===== config.mk =====
export PLATFORM = sky130hd
export DESIGN_NAME = plru_set_array_flat
export DESIGN_NICKNAME = d
export VERILOG_FILES = /design/src/rtl/memsys_lru_pkg.sv /design/src/rtl/plru_set_array_if.sv /design/src/rtl/plru_tree_pick.sv /design/src/rtl/plru_set_array.sv /design/src/flat_wrapper.sv
export SDC_FILE = /design/constraint.sdc
export NUM_CORES = 1
export LEC_CHECK = 0
export CAP_MARGIN = 25
export CELL_PAD_IN_SITES_DETAIL_PLACEMENT = 1
export CELL_PAD_IN_SITES_GLOBAL_PLACEMENT = 1
export CORE_MARGIN = 8
export CORE_UTILIZATION = 34
export CTS_CLUSTER_DIAMETER = 50
export DETAILED_ROUTE_END_ITERATION = 6
export DONT_BUFFER_PORTS = 1
export PLACE_DENSITY = 0.67
export SYNTH_ARGS = -nofsm -noshare
export SYNTH_HDL_FRONTEND = slang
export SYNTH_SLANG_ARGS = --single-unit

===== constraint.sdc =====
create_clock -name clk_i -period 6.3 [get_ports clk_i]
set_input_delay 0.945 -clock clk_i [delete_from_list [all_inputs] [get_ports clk_i]]
set_output_delay 0.945 -clock clk_i [all_outputs]
set_load 0.02 [all_outputs]

===== src/rtl/memsys_lru_pkg.sv =====
// Shared helpers for the tree pseudo-LRU replacement state: tree sizing,
// heap-order node indexing along a way's path, and the controller FSM states.
package memsys_lru_pkg;

    typedef enum logic {
        ST_INIT  = 1'b0,
        ST_READY = 1'b1
    } lru_state_e;

    function automatic int tree_nodes(input int ways_log2);
        return (1 << ways_log2) - 1;
    endfunction

    // Heap order: level l starts at node 2**l-1, offset by the top l bits of the way.
    function automatic int path_node(input int way, input int level, input int ways_log2);
        return ((1 << level) - 1) + (way >> (ways_log2 - level));
    endfunction

endpackage


===== src/rtl/plru_set_array_if.sv =====
// Lookup / touch / victim bundle between the cache controller (master)
// and the per-set PLRU state array (slave).
interface plru_set_array_if #(
    parameter int ways_log2_p = 2,
    parameter int sets_log2_p = 4
) ();
    logic                          ready_o;
    logic                          lookup_v_i;
    logic [sets_log2_p-1:0]        lookup_set_i;
    logic [(1 << ways_log2_p)-1:0] way_valid_i;
    logic [(1 << ways_log2_p)-1:0] lock_i;
    logic                          victim_v_o;
    logic [ways_log2_p-1:0]        victim_way_o;
    logic                          victim_none_o;
    logic                          touch_v_i;
    logic [sets_log2_p-1:0]        touch_set_i;
    logic [ways_log2_p-1:0]        touch_way_i;

    modport master (
        input  ready_o, victim_v_o, victim_way_o, victim_none_o,
        output lookup_v_i, lookup_set_i, way_valid_i, lock_i,
               touch_v_i, touch_set_i, touch_way_i
    );

    modport slave (
        output ready_o, victim_v_o, victim_way_o, victim_none_o,
        input  lookup_v_i, lookup_set_i, way_valid_i, lock_i,
               touch_v_i, touch_set_i, touch_way_i
    );
endinterface


===== src/rtl/plru_tree_pick.sv =====
// Combinational PLRU tree walk: follows the flags from the root, steering
// away from any subtree whose ways are all locked.
module plru_tree_pick
    import memsys_lru_pkg::*;
#(
    parameter int ways_log2_p = 2
) (
    input  logic [(1 << ways_log2_p)-2:0] flags_i,
    input  logic [(1 << ways_log2_p)-1:0] lock_i,
    output logic [ways_log2_p-1:0]        way_o,
    output logic                          none_o
);
    localparam int LEAVES = 1 << ways_log2_p;

    int                       pos;
    int                       half;
    logic                     lft_all;
    logic                     rgt_all;
    logic                     dir;
    logic [LEAVES-1:0]        lock_sh;
    logic [LEAVES-2:0]        flag_sh;

    always_comb begin
        pos     = 0;
        half    = 1;
        lft_all = 1'b1;
        rgt_all = 1'b1;
        dir     = 1'b0;
        lock_sh = '0;
        flag_sh = '0;
        none_o  = &lock_i;
        for (int lvl = 0; lvl < ways_log2_p; lvl++) begin
            half    = 1 << (ways_log2_p - lvl - 1);
            lft_all = 1'b1;
            rgt_all = 1'b1;
            // pos is the way prefix chosen so far; its two children span 2*half leaves
            for (int k = 0; k < LEAVES; k++) begin
                lock_sh = lock_i >> k;
                if (k >= 2 * pos * half && k < (2 * pos + 1) * half && !lock_sh[0])
                    lft_all = 1'b0;
                if (k >= (2 * pos + 1) * half && k < (2 * pos + 2) * half && !lock_sh[0])
                    rgt_all = 1'b0;
            end
            flag_sh = flags_i >> path_node(pos << (ways_log2_p - lvl), lvl, ways_log2_p);
            dir     = flag_sh[0];
            if (dir && rgt_all) begin
                dir = 1'b0;
            end else if (!dir && lft_all) begin
                dir = 1'b1;
            end
            pos = pos * 2 + int'(dir);
        end
        way_o = none_o ? '0 : pos[ways_log2_p-1:0];
    end

endmodule


===== src/rtl/plru_set_array.sv =====
// Per-set tree pseudo-LRU state with an init sweep, one-cycle touch commit,
// same-set touch bypass and invalid-first / lock-aware victim selection.
module plru_set_array
    import memsys_lru_pkg::*;
#(
    parameter int ways_log2_p = 2,
    parameter int sets_log2_p = 4
) (
    input  logic             clk_i,
    input  logic             nreset_i,
    plru_set_array_if.slave  bus
);
    localparam int WAYS  = 1 << ways_log2_p;
    localparam int SETS  = 1 << sets_log2_p;
    localparam int NODES = tree_nodes(ways_log2_p);

    typedef logic [NODES-1:0]       tree_t;
    typedef logic [ways_log2_p-1:0] way_t;
    typedef logic [sets_log2_p-1:0] set_t;

    lru_state_e state_q, state_d;
    set_t       sweep_q, sweep_d;
    tree_t      flags_q [SETS];
    tree_t      flags_d [SETS];
    logic       victim_v_q, victim_v_d;
    way_t       victim_way_q, victim_way_d;
    logic       victim_none_q, victim_none_d;

    logic       ready;
    logic       lookup_go;
    logic       touch_go;
    tree_t      touched_flags;
    tree_t      lookup_flags;
    tree_t      node_mask;
    way_t       way_sh;
    logic [WAYS-1:0] free_mask;
    logic [WAYS-1:0] free_sh;
    logic       free_hit;
    way_t       free_way;
    way_t       pick_way;
    logic       pick_none;

    assign ready     = (state_q == ST_READY);
    assign lookup_go = ready & bus.lookup_v_i;
    assign touch_go  = ready & bus.touch_v_i;

    // Touched tree: every node on the way's path points away from that way
    always_comb begin
        touched_flags = flags_q[bus.touch_set_i];
        node_mask     = '0;
        way_sh        = '0;
        for (int lvl = 0; lvl < ways_log2_p; lvl++) begin
            way_sh    = bus.touch_way_i >> (ways_log2_p - 1 - lvl);
            node_mask = tree_t'(1) << path_node(int'(bus.touch_way_i), lvl, ways_log2_p);
            if (way_sh[0]) begin
                touched_flags = touched_flags & ~node_mask;
            end else begin
                touched_flags = touched_flags | node_mask;
            end
        end
    end

    assign lookup_flags = (touch_go && (bus.touch_set_i == bus.lookup_set_i))
                          ? touched_flags : flags_q[bus.lookup_set_i];

    for (genvar gi = 0; gi < WAYS; gi++) begin : g_free
        assign free_mask[gi] = ~bus.way_valid_i[gi] & ~bus.lock_i[gi];
    end

    always_comb begin
        free_hit = |free_mask;
        free_way = '0;
        free_sh  = '0;
        for (int k = WAYS - 1; k >= 0; k--) begin
            free_sh = free_mask >> k;
            if (free_sh[0]) begin
                free_way = way_t'(k);
            end
        end
    end

    plru_tree_pick #(
        .ways_log2_p (ways_log2_p)
    ) u_pick (
        .flags_i (lookup_flags),
        .lock_i  (bus.lock_i),
        .way_o   (pick_way),
        .none_o  (pick_none)
    );

    always_comb begin
        state_d = state_q;
        sweep_d = sweep_q;
        flags_d = flags_q;
        unique case (state_q)
            ST_INIT: begin
                flags_d[sweep_q] = '0;
                sweep_d          = sweep_q + 1'b1;
                if (sweep_q == set_t'(SETS - 1)) begin
                    state_d = ST_READY;
                end
            end
            ST_READY: begin
                if (bus.touch_v_i) begin
                    flags_d[bus.touch_set_i] = touched_flags;
                end
            end
            default: state_d = ST_INIT;
        endcase
    end

    always_comb begin
        victim_v_d    = lookup_go;
        victim_way_d  = victim_way_q;
        victim_none_d = victim_none_q;
        if (lookup_go) begin
            if (free_hit) begin
                victim_way_d  = free_way;
                victim_none_d = 1'b0;
            end else begin
                victim_way_d  = pick_way;
                victim_none_d = pick_none;
            end
        end
    end

    always_ff @(posedge clk_i) begin
        if (!nreset_i) begin
            state_q       <= ST_INIT;
            sweep_q       <= '0;
            victim_v_q    <= 1'b0;
            victim_way_q  <= '0;
            victim_none_q <= 1'b0;
        end else begin
            state_q       <= state_d;
            sweep_q       <= sweep_d;
            victim_v_q    <= victim_v_d;
            victim_way_q  <= victim_way_d;
            victim_none_q <= victim_none_d;
        end
    end

    // No reset on the flags: the init sweep clears them before any use
    always_ff @(posedge clk_i) begin
        flags_q <= flags_d;
    end

    assign bus.ready_o       = ready;
    assign bus.victim_v_o    = victim_v_q;
    assign bus.victim_way_o  = victim_way_q;
    assign bus.victim_none_o = victim_none_q;

endmodule


===== src/flat_wrapper.sv =====
// flat-port wrapper written by rule: the top's interface ports become plain ports
module plru_set_array_flat import memsys_lru_pkg::*;
#(
    parameter int ways_log2_p = 2,
    parameter int sets_log2_p = 4
)
  (clk_i, nreset_i, bus_ready_o, bus_victim_v_o, bus_victim_way_o, bus_victim_none_o, bus_lookup_v_i, bus_lookup_set_i, bus_way_valid_i, bus_lock_i, bus_touch_v_i, bus_touch_set_i, bus_touch_way_i);
  plru_set_array_if #(.ways_log2_p(ways_log2_p), .sets_log2_p(sets_log2_p)) bus_i ();
  input  logic clk_i;
  input  logic nreset_i;
  output wire logic [$bits(bus_i.ready_o)-1:0] bus_ready_o;
  output wire logic [$bits(bus_i.victim_v_o)-1:0] bus_victim_v_o;
  output wire logic [$bits(bus_i.victim_way_o)-1:0] bus_victim_way_o;
  output wire logic [$bits(bus_i.victim_none_o)-1:0] bus_victim_none_o;
  input wire logic [$bits(bus_i.lookup_v_i)-1:0] bus_lookup_v_i;
  input wire logic [$bits(bus_i.lookup_set_i)-1:0] bus_lookup_set_i;
  input wire logic [$bits(bus_i.way_valid_i)-1:0] bus_way_valid_i;
  input wire logic [$bits(bus_i.lock_i)-1:0] bus_lock_i;
  input wire logic [$bits(bus_i.touch_v_i)-1:0] bus_touch_v_i;
  input wire logic [$bits(bus_i.touch_set_i)-1:0] bus_touch_set_i;
  input wire logic [$bits(bus_i.touch_way_i)-1:0] bus_touch_way_i;
  assign bus_ready_o = bus_i.ready_o;
  assign bus_victim_v_o = bus_i.victim_v_o;
  assign bus_victim_way_o = bus_i.victim_way_o;
  assign bus_victim_none_o = bus_i.victim_none_o;
  assign bus_i.lookup_v_i = bus_lookup_v_i;
  assign bus_i.lookup_set_i = bus_lookup_set_i;
  assign bus_i.way_valid_i = bus_way_valid_i;
  assign bus_i.lock_i = bus_lock_i;
  assign bus_i.touch_v_i = bus_touch_v_i;
  assign bus_i.touch_set_i = bus_touch_set_i;
  assign bus_i.touch_way_i = bus_touch_way_i;
  plru_set_array #(.ways_log2_p(ways_log2_p), .sets_log2_p(sets_log2_p)) u_core (.clk_i(clk_i), .nreset_i(nreset_i), .bus(bus_i));
endmodule

# Word level (Yosys, flattened, before mapping)
# Index checks and enable logic that the tools add are counted.
# op_classes
add_sub_neg,6
n_lt_le_gt_ge,21
n_eq_ne,3
shifts,2
n_mux,41
n_bitwise,23
reduce_logical,31
# op_table
cell,count
"3-bit by 32-bit less-than comparator with 1-bit output, first input constant",3
48-bit one-hot mux with 2 select lines,1
"1-bit by 32-bit less-than comparator with 1-bit output, first input constant",2
"2-bit by 32-bit less-than comparator with 1-bit output, first input constant",2
48-bit bitwise AND,1
48-bit bitwise mux,1
48-bit two-way mux,1
48-bit inverter,1
"1-bit by 32-bit >= comparator with 1-bit output, first input constant",1
"2-bit by 32-bit >= comparator with 1-bit output, first input constant",1
"3-bit by 32-bit >= comparator with 1-bit output, first input constant",1
"1-bit by 32-bit << shifter with 3-bit output, first input constant",1
3-bit binary-select mux with 4-bit select,2
3-bit demux with 4-bit select,2
3-bit two-way mux,8
1-bit logical AND,23
1-bit two-way mux,20
"5-bit >= comparator, second input constant",3
4-bit inverter with 5-bit output,3
2-bit two-way mux,6
"5-bit by 1-bit less-than comparator with 1-bit output, second input constant",2
1-bit inverter,9
1-bit bitwise AND,6
1-bit logical NOT,6
18 further kinds,21
# totals
regBits,57
input_bits,22
out_inout_bits,5

# Longest topological paths before layout
# Gate-level depths: netlist of run 1.
# logic_depth
depth_word,25
mapped_depth,9
depth_no_buf,7

# Modules after synthesis
# From an unflattened synthesis of run 1, not the netlist that was laid out.
# unflattened
cells_unflattened,326
hier_area_um2,3639.7
# modules_own_cells
mod,n_inst,cells_each,area_per_inst_um2,seq_area_each_um2
plru_set_array,1,315,3563.4,1621.6
plru_tree_pick,1,11,76.3,0.0

# Worst setup path after synthesis of run 1
# OpenSTA, ideal clock, no wires.
# synth_timing
path_kind,in2reg
start,in bus_lookup_set_i[0]
end,reg u_core.victim_way_q[0] (netlist: u_core.bus.victim_way_o[0])
setup_ps,122
arrival_time_ps,2755
path_slack_ps,3423
path_stages,9
cell_sequence,buf_6 > buf_6 > mux4_2 > a22oi_1 > and3_1 > a2bb2oi_1 > mux2i_1 > nor2_1 > o311a_1
# synth_between
elab_chain_cells,23
elab_cells_between_ends,64
classes_between,add/sub (4); order compare (16); eq/ne (1); shift (1); mux (18); bitwise (1); reduce/logical (23)
# synth_rtl
item,line,text
start: declaration,flat_wrapper.sv:16,input wire logic [$bits(bus_i.lookup_set_i)-1:0] bus_lookup_set_i;
4-bit inverter with 5-bit output (implied by the code),plru_set_array.sv:64,? touched_flags : flags_q[bus.lookup_set_i];
3-bit binary-select mux with 4-bit select,plru_set_array.sv:64,
3-bit two-way mux (implied by the code) (2 in series),plru_set_array.sv:64,
3-bit two-way mux *,plru_set_array.sv:64,
1-bit logical NOT,plru_tree_pick.sv:48,end else if (!dir && lft_all) begin
1-bit logical AND,plru_tree_pick.sv:48,
1-bit two-way mux,plru_tree_pick.sv:48,
1-bit two-way mux,plru_tree_pick.sv:46,if (dir && rgt_all) begin
[2 not listed],n/a,
1-bit logical AND (2 in series),plru_tree_pick.sv:39,if (k >= 2 * pos * half && k < (2 * pos + 1) * half && !lock_sh[0])
1-bit two-way mux (4 in series),plru_tree_pick.sv:39,
1-bit logical AND,plru_tree_pick.sv:48,
1-bit two-way mux,plru_tree_pick.sv:48,
1-bit two-way mux *,plru_tree_pick.sv:46,
2-bit by 1-bit adder with 2-bit output *,plru_tree_pick.sv:51,pos = pos * 2 + int'(dir);
2-bit two-way mux *,plru_tree_pick.sv:53,way_o = none_o ? '0 : pos[ways_log2_p-1:0];
2-bit two-way mux *,plru_set_array.sv:117,if (free_hit) begin
end signal: assignment,plru_set_array.sv:138,victim_way_q <= victim_way_d;
end: declaration,plru_set_array.sv:26,"way_t victim_way_q, victim_way_d;"
# Mark *: on every way between the ends. The rest lies on a longest branch, timed or not. The select of a mux whose other input is x is not followed.
# A chain may end at the register's enable or synchronous reset.

# Worst setup path in the final report of run 1
# layout_timing
start,reg u_core.state_q (netlist: u_core.bus.ready_o)
end,reg u_core.victim_way_q[0] (netlist: u_core.bus.victim_way_o[0])
# layout_between
elab_chain_cells,21
elab_cells_between_ends,61
classes_between,add/sub (4); order compare (16); shift (1); mux (15); bitwise (2); reduce/logical (23)
# layout_rtl
item,line,text
start: declaration,plru_set_array.sv:21,"lru_state_e state_q, state_d;"
start signal: assignment,plru_set_array.sv:135,state_q <= state_d;
1-bit bitwise AND,plru_set_array.sv:45,assign touch_go = ready & bus.touch_v_i;
1-bit logical AND,plru_set_array.sv:63,assign lookup_flags = (touch_go && (bus.touch_set_i == bus.lookup_set_i))
3-bit two-way mux,plru_set_array.sv:64,
1-bit logical NOT,plru_tree_pick.sv:48,
1-bit logical AND,plru_tree_pick.sv:48,
1-bit two-way mux,plru_tree_pick.sv:48,
1-bit two-way mux,plru_tree_pick.sv:46,
2-bit by 1-bit adder with 3-bit output,"plru_tree_pick.sv:39, plru_tree_pick.sv:41",
1-bit by 32-bit less-than comparator with 1-bit output,plru_tree_pick.sv:39,
1-bit logical AND (2 in series),plru_tree_pick.sv:39,
1-bit two-way mux (4 in series),plru_tree_pick.sv:39,
1-bit logical AND,plru_tree_pick.sv:48,
1-bit two-way mux,plru_tree_pick.sv:48,
1-bit two-way mux,plru_tree_pick.sv:46,
2-bit by 1-bit adder with 2-bit output,plru_tree_pick.sv:51,
2-bit two-way mux,plru_tree_pick.sv:53,
2-bit two-way mux,plru_set_array.sv:117,
# Several ways; a longest one is shown, not always the timed one.

==> results.cfg, run 1 <==
[timing]
finalSetupViolations = 0
fin_crit_ns = 2.544
fin_crit_sh = 0.4039
drv_slew = 0
worst_pin_slew_ns = 0.8668
rsz0062_at_grt = false
maxSlewHeadroom = 0.4222
max_freq_mhz = 393.0
finalHoldViolCount = 0
fin_setup_tns_ns = 0
fin_skew_ns = 0.01031

[logic_synthesis]
netlist_instances = 328
synth_cell_type_count = 56
synth_seq_cells = 57
async_reset_ff_frac = 0
seq_area_frac_synth = 0.4410
syn-num-nets = 354
synth_edf_count = 48
synth_top_area_frac = 0.3920
synthFlopType = edfxtp_1
synth.area.top_cells = edfxtp_1 (39%), mux4_2 (8.6%), a22o_1 (7.6%)
synth_warnings = 0
avgSynthCellArea_um2 = 11.21
synth_top_area_cell = edfxtp_1
syn_area_um2 = 3677

[worst_hold_path]
hold_path_class = reg -> reg

[final_layout]
layout_commonest_cell = edfxtp_1
fillers = 1167
antenna_cells = 0
drive_above_1_share = 0.1304
nNetsFinal = 343
stdcell_count = 462
area_growth_pct = 5.070
fin_util = 0.3612
final_cell_mix = edfxtp_1 (48), a22o_1 (32), nand2_1 (29)

[worst_setup_path]
cp.required_ns = 6.53
end_kind = register
cp-start-kind = register
worstPathArrival_ns = 2.77
crit_fanout = 43
setup.worst_path.class = reg -> reg

[placed_design]
place_congestion = 0.8196
dp_cells = 446
detailed_place_hpwl_mm = 7.904
io_buffers = 0

[global_route]
antenna_found_initial = 0
grt_pass1_wl_mm = 17.46
grt_max_degree = 44
grt_usage = 0.1575
grt_pass1_vias = 2923
grt_overflow = 0

[clock_tree]
cts_buffers = 9
cts_root_buffer = clkbuf_8
cts_resized = 0
clock_path_buffers = 2
cts_tree = yes
path_clk_slew_ns = 0.06
clock_latency_ns = 0.35
clock-sinks = 57
postCtsSetupBuffers = 0
ctsHoldBuffers = 0
cts.htree.levels = 3

[route]
route.antenna.remaining_nets = 0
drt_iter0_drc = 324
num_vias = 2823
firstDrtPassIters = 4
drc = 0
finalWirelength_mm = 11.04
wire_per_inst_um = 23.90
via_per_inst = 6.110

[pwr]
powerDensity_nw_per_um2 = 243.1
p_leak_nw = 1.367
irDropWorstVdd_mv = 0.08034

[floorplan]
die_area_um2 = 14400
core-area_um2 = 10700
num_io_pins = 27
rows = 38
start_util = 0.3437
die_h_um = 120.0
chipWidth_um = 120.0

[outcome]
outcome = completed

[flow_run]
maxCapViolCount = 0
## metrics by stage
step	power (mW)	instance area, µm²	hold WS, ns	setup slack [ns]
final	0.9394	3864	0.5653	3.756
after global routing	0.9776	3864	0.6023	3.556
after CTS	0.9449	3864	0.5683	3.728
after detailed placement	0.6562	3712	0.5508	3.479
after global placement	0.6526	3712	0.5421	3.517
after floorplan	0.6162	3677	0.5149	3.423
## worst paths after layout
path,cells after the start,to,slack (ns),start
hold reg to reg,2,u_core.flags_q[33],0.57,u_core.flags_q[33]
setup reg to reg,8,u_core.bus.victim_way_o[0],3.76,u_core.bus.ready_o
setup / recovery,8,u_core.bus.victim_way_o[0],3.76,u_core.bus.ready_o
hold / removal,2,u_core.flags_q[33],0.57,u_core.flags_q[33]
## area by class of cell
class / instances / area (µm²) / share of cell area
clock buffers: 15 / 146.4 / 0.03789
multi-input cells: 240 / 1868 / 0.4835
flip-flops and latches: 57 / 1622 / 0.4197
well taps: 140 / 175.2 / 0.04534
inverters: 6 / 25.02 / 0.006477
repair buffers: 3 / 22.52 / 0.005829
clock inverters: 1 / 5.005 / 0.001295
## synthesized netlist by cell type, drive strengths merged, types with 4 or more instances
cell type,n
and3,5
buf,11
a21oi,14
nand3,6
nor2,23
o31ai,16
clkbuf,14
mux2i,7
a22oi,4
nor2b,12
o21ai,19
inv,6
edfxtp,48
a31oi,7
ha,4
a22o,32
dfxtp,9
nand2b,6
mux4,17
and2,4
nand2,29
## critical path, stage by stage, from the launching register on
cell and delay (ns):
dfxtp_1 0.30, buf_4 0.43, nand2_1 0.11, a2111o_1 0.43, nor3_4 0.28, a2bb2oi_1 0.29, mux2i_1 0.21, nor2_1 0.06
o311a_1 0.33
## kinds of logic (layout without fill, tap and decap cells)
| logic type | count (synthesis) | after routing | share of synthesized area |
|---|---|---|---|
| AND/OR/NAND/NOR | 95 | 95 | 0.1320 |
| flip-flops | 57 | 57 | 0.4410 |
| AO/OA/AOI/OAI | 111 | 111 | 0.2205 |
| XOR/XNOR | 4 | 4 | 0.009529 |
| buffers and inverters | 31 | 25 | 0.05104 |
| multiplexers | 26 | 26 | 0.1324 |
| adder cells (fa/ha/maj) | 4 | 4 | 0.01361 |
## state kept, by name, summed over array words and instances, names as in the netlist
name and flops:
u_core.bus.ready_o 1, u_core.bus.victim_none_o 1, u_core.bus.victim_v_o 1, u_core.bus.victim_way_o 2, u_core.flags_q 48, u_core.sweep_q 4
## metal layers
metal,GRT usage,vias to the layer above,wire length (µm)
li1,-,1272,-
met1,0.2073,1437,4989
met2,0.2386,96,5120
met3,0.04180,18,652
met4,0.06948,0,281
met5,0,-,0
## where the power goes
group / total [mW] / switching, mW / internal [mW] / leakage, nW
combinational: 0.147 / 0.0656 / 0.0810 / 0.662
sequential: 0.504 / 0.0431 / 0.461 / 0.629
clock: 0.289 / 0.146 / 0.143 / 0.0757
total: 0.939 / 0.254 / 0.685 / 1.37
Power figures use the tool's default switching activity.
==> inputs of run 2 (changes only) <==
PLACE_DENSITY = 0.69   (was 0.67)
clock period = 2.06 ns   (was 6.3 ns; I/O delays follow)
==> results.cfg, run 2 (synthesized netlist as in run 1, its figures left out) <==
[outcome]
violations = setup timing
outcome = complete, but fails checks

[global_route]
grt_usage = 0.1663
antenna_found_initial = 0
grt_max_degree = 43
grt_pass1_vias = 3160
grt_overflow = 0
grt_pass1_wl_mm = 18.50

[pwr]
p_leak_nw = 1.552
total_power_mw = 3.119
powerDensity_nw_per_um2 = 742.6
irDropWorstVdd_mv = 0.3216

[timing]
fin_crit_sh = 1.034
drv_slew = 0
fin_ws_ns = -0.07062
fin_crit_ns = 2.131
worst_pin_slew_ns = 0.5988
finalHoldViolCount = 0
finalSetupViolations = 24
fin_skew_ns = 0.005547
fin_setup_tns_ns = -0.2892
max_freq_mhz = 469.3
rsz0062_at_grt = true
maxSlewHeadroom = 0.5966

[final_layout]
nNetsFinal = 379
largest_register = u_core.flags_q
final_cell_mix = edfxtp_1 (48), buf_4 (36), a22o_1 (32)
area_growth_pct = 14.22
stdcell_count = 497
antenna_cells = 0
fin_util = 0.3926
largest_reg_flops = 48
layout_commonest_cell = edfxtp_1
drive_above_1_share = 0.2437

[placed_design]
detailed_place_hpwl_mm = 8.449
place_ws_ns = -0.09432
io_buffers = 0
place_congestion = 0.8150
dp_cells = 475

[worst_hold_path]
hold_depth = 1
hold_path_class = in -> reg

[worst_setup_path]
cp-start-kind = register
crit_slowest_cell = mux4_2
critPathBufInv = 0
cp.required_ns = 2.29
worstPathArrival_ns = 2.36
path_cells = mux4_2 -> a22oi_1 -> and3_1 -> a2bb2oi_2 -> mux2i_1 -> nor2_1 -> o311a_1
reg2reg_depth = 7
cp_top_family = multiplexers
slowest_delay_ns = 0.49
end_kind = register
crit_fanout = 3
crit_cells = 7
setup.worst_path.class = reg -> reg

[route]
finalWirelength_mm = 11.84
wire_per_inst_um = 23.82
drc = 0
via_per_inst = 6.113
num_vias = 3038
drt_iter0_drc = 298
firstDrtPassIters = 5
route.antenna.remaining_nets = 0

[clock_tree]
cts_buffers = 9
cts_tree = yes
cts.htree.levels = 3
ctsHoldBuffers = 0
cts_root_buffer = clkbuf_8
clock_path_buffers = 2
clock-sinks = 57
path_clk_slew_ns = 0.06
clock_latency_ns = 0.34

[flow_run]
maxCapViolCount = 0

[floorplan]
core-area_um2 = 10700
start_util = 0.3437
die_area_um2 = 14400
chipWidth_um = 120.0
die_h_um = 120.0
rows = 38
num_io_pins = 27
==> run 2: cell count changes in the layout (fill, tap and decap cells not counted), moves of 2 or more <==
cell      delta
mux4_1       -3
clkbuf_1     -2
clkbuf_8     +2
mux4_2       +3
buf_4       +33
a22oi_2      +2
a22oi_1      -2
==> run 2: final timing paths <==
path / startpoint / endpoint / slack [ns]
worst min register to register: u_core.flags_q[9] / u_core.flags_q[9] / 0.56
worst min-delay path: nreset_i / u_core.sweep_q[3] / 0.09
worst max-delay path: u_core.flags_q[37] / u_core.bus.victim_way_o[0] / -0.07
worst max register to register: u_core.flags_q[37] / u_core.bus.victim_way_o[0] / -0.07
==> run 2: routing by layer <==
metal,track usage,wire [µm],vias up
li1,-,-,1347
met1,0.2089,5113,1545
met2,0.2613,5570,118
met3,0.05355,855,28
met4,0.06323,297,0
met5,0,0,-
==> run 2: power by group <==
part | switching, mW | total (mW) | internal [mW]
Combinational | 0.273 | 0.642 | 0.368
Clock | 0.460 | 0.959 | 0.499
Sequential | 0.111 | 1.52 | 1.41
==> run 2: metrics by stage <==
| step | hold WS (ns) | area, µm² |
|---|---|---|
| floorplan | 0.4307 | 3700 |
| global placement | 0.4329 | 3941 |
| detailed placement | 0.4382 | 3941 |
| CTS | 0.08785 | 4139 |
| global route | 0.07831 | 4200 |
| finish | 0.09064 | 4200 |
==> run 2: repair_timing <==
item,4_1_cts,5_1_grt
gates cloned,0,0
endpoints found under the setup margin,31,34
resized for setup,3,6
pin swaps,3,4
setup buffers,3,4
==> run 2: area by class of cell <==
cell class                      instances  area (µm²)
Fill cell                            1175        6497
Multi-Input combinational cell        240        1896
Sequential cell                        57        1622
Timing Repair Buffer                   39       316.6
Tap cell                              140       175.2
Clock buffer                           15       166.4
Inverter                                6       25.02
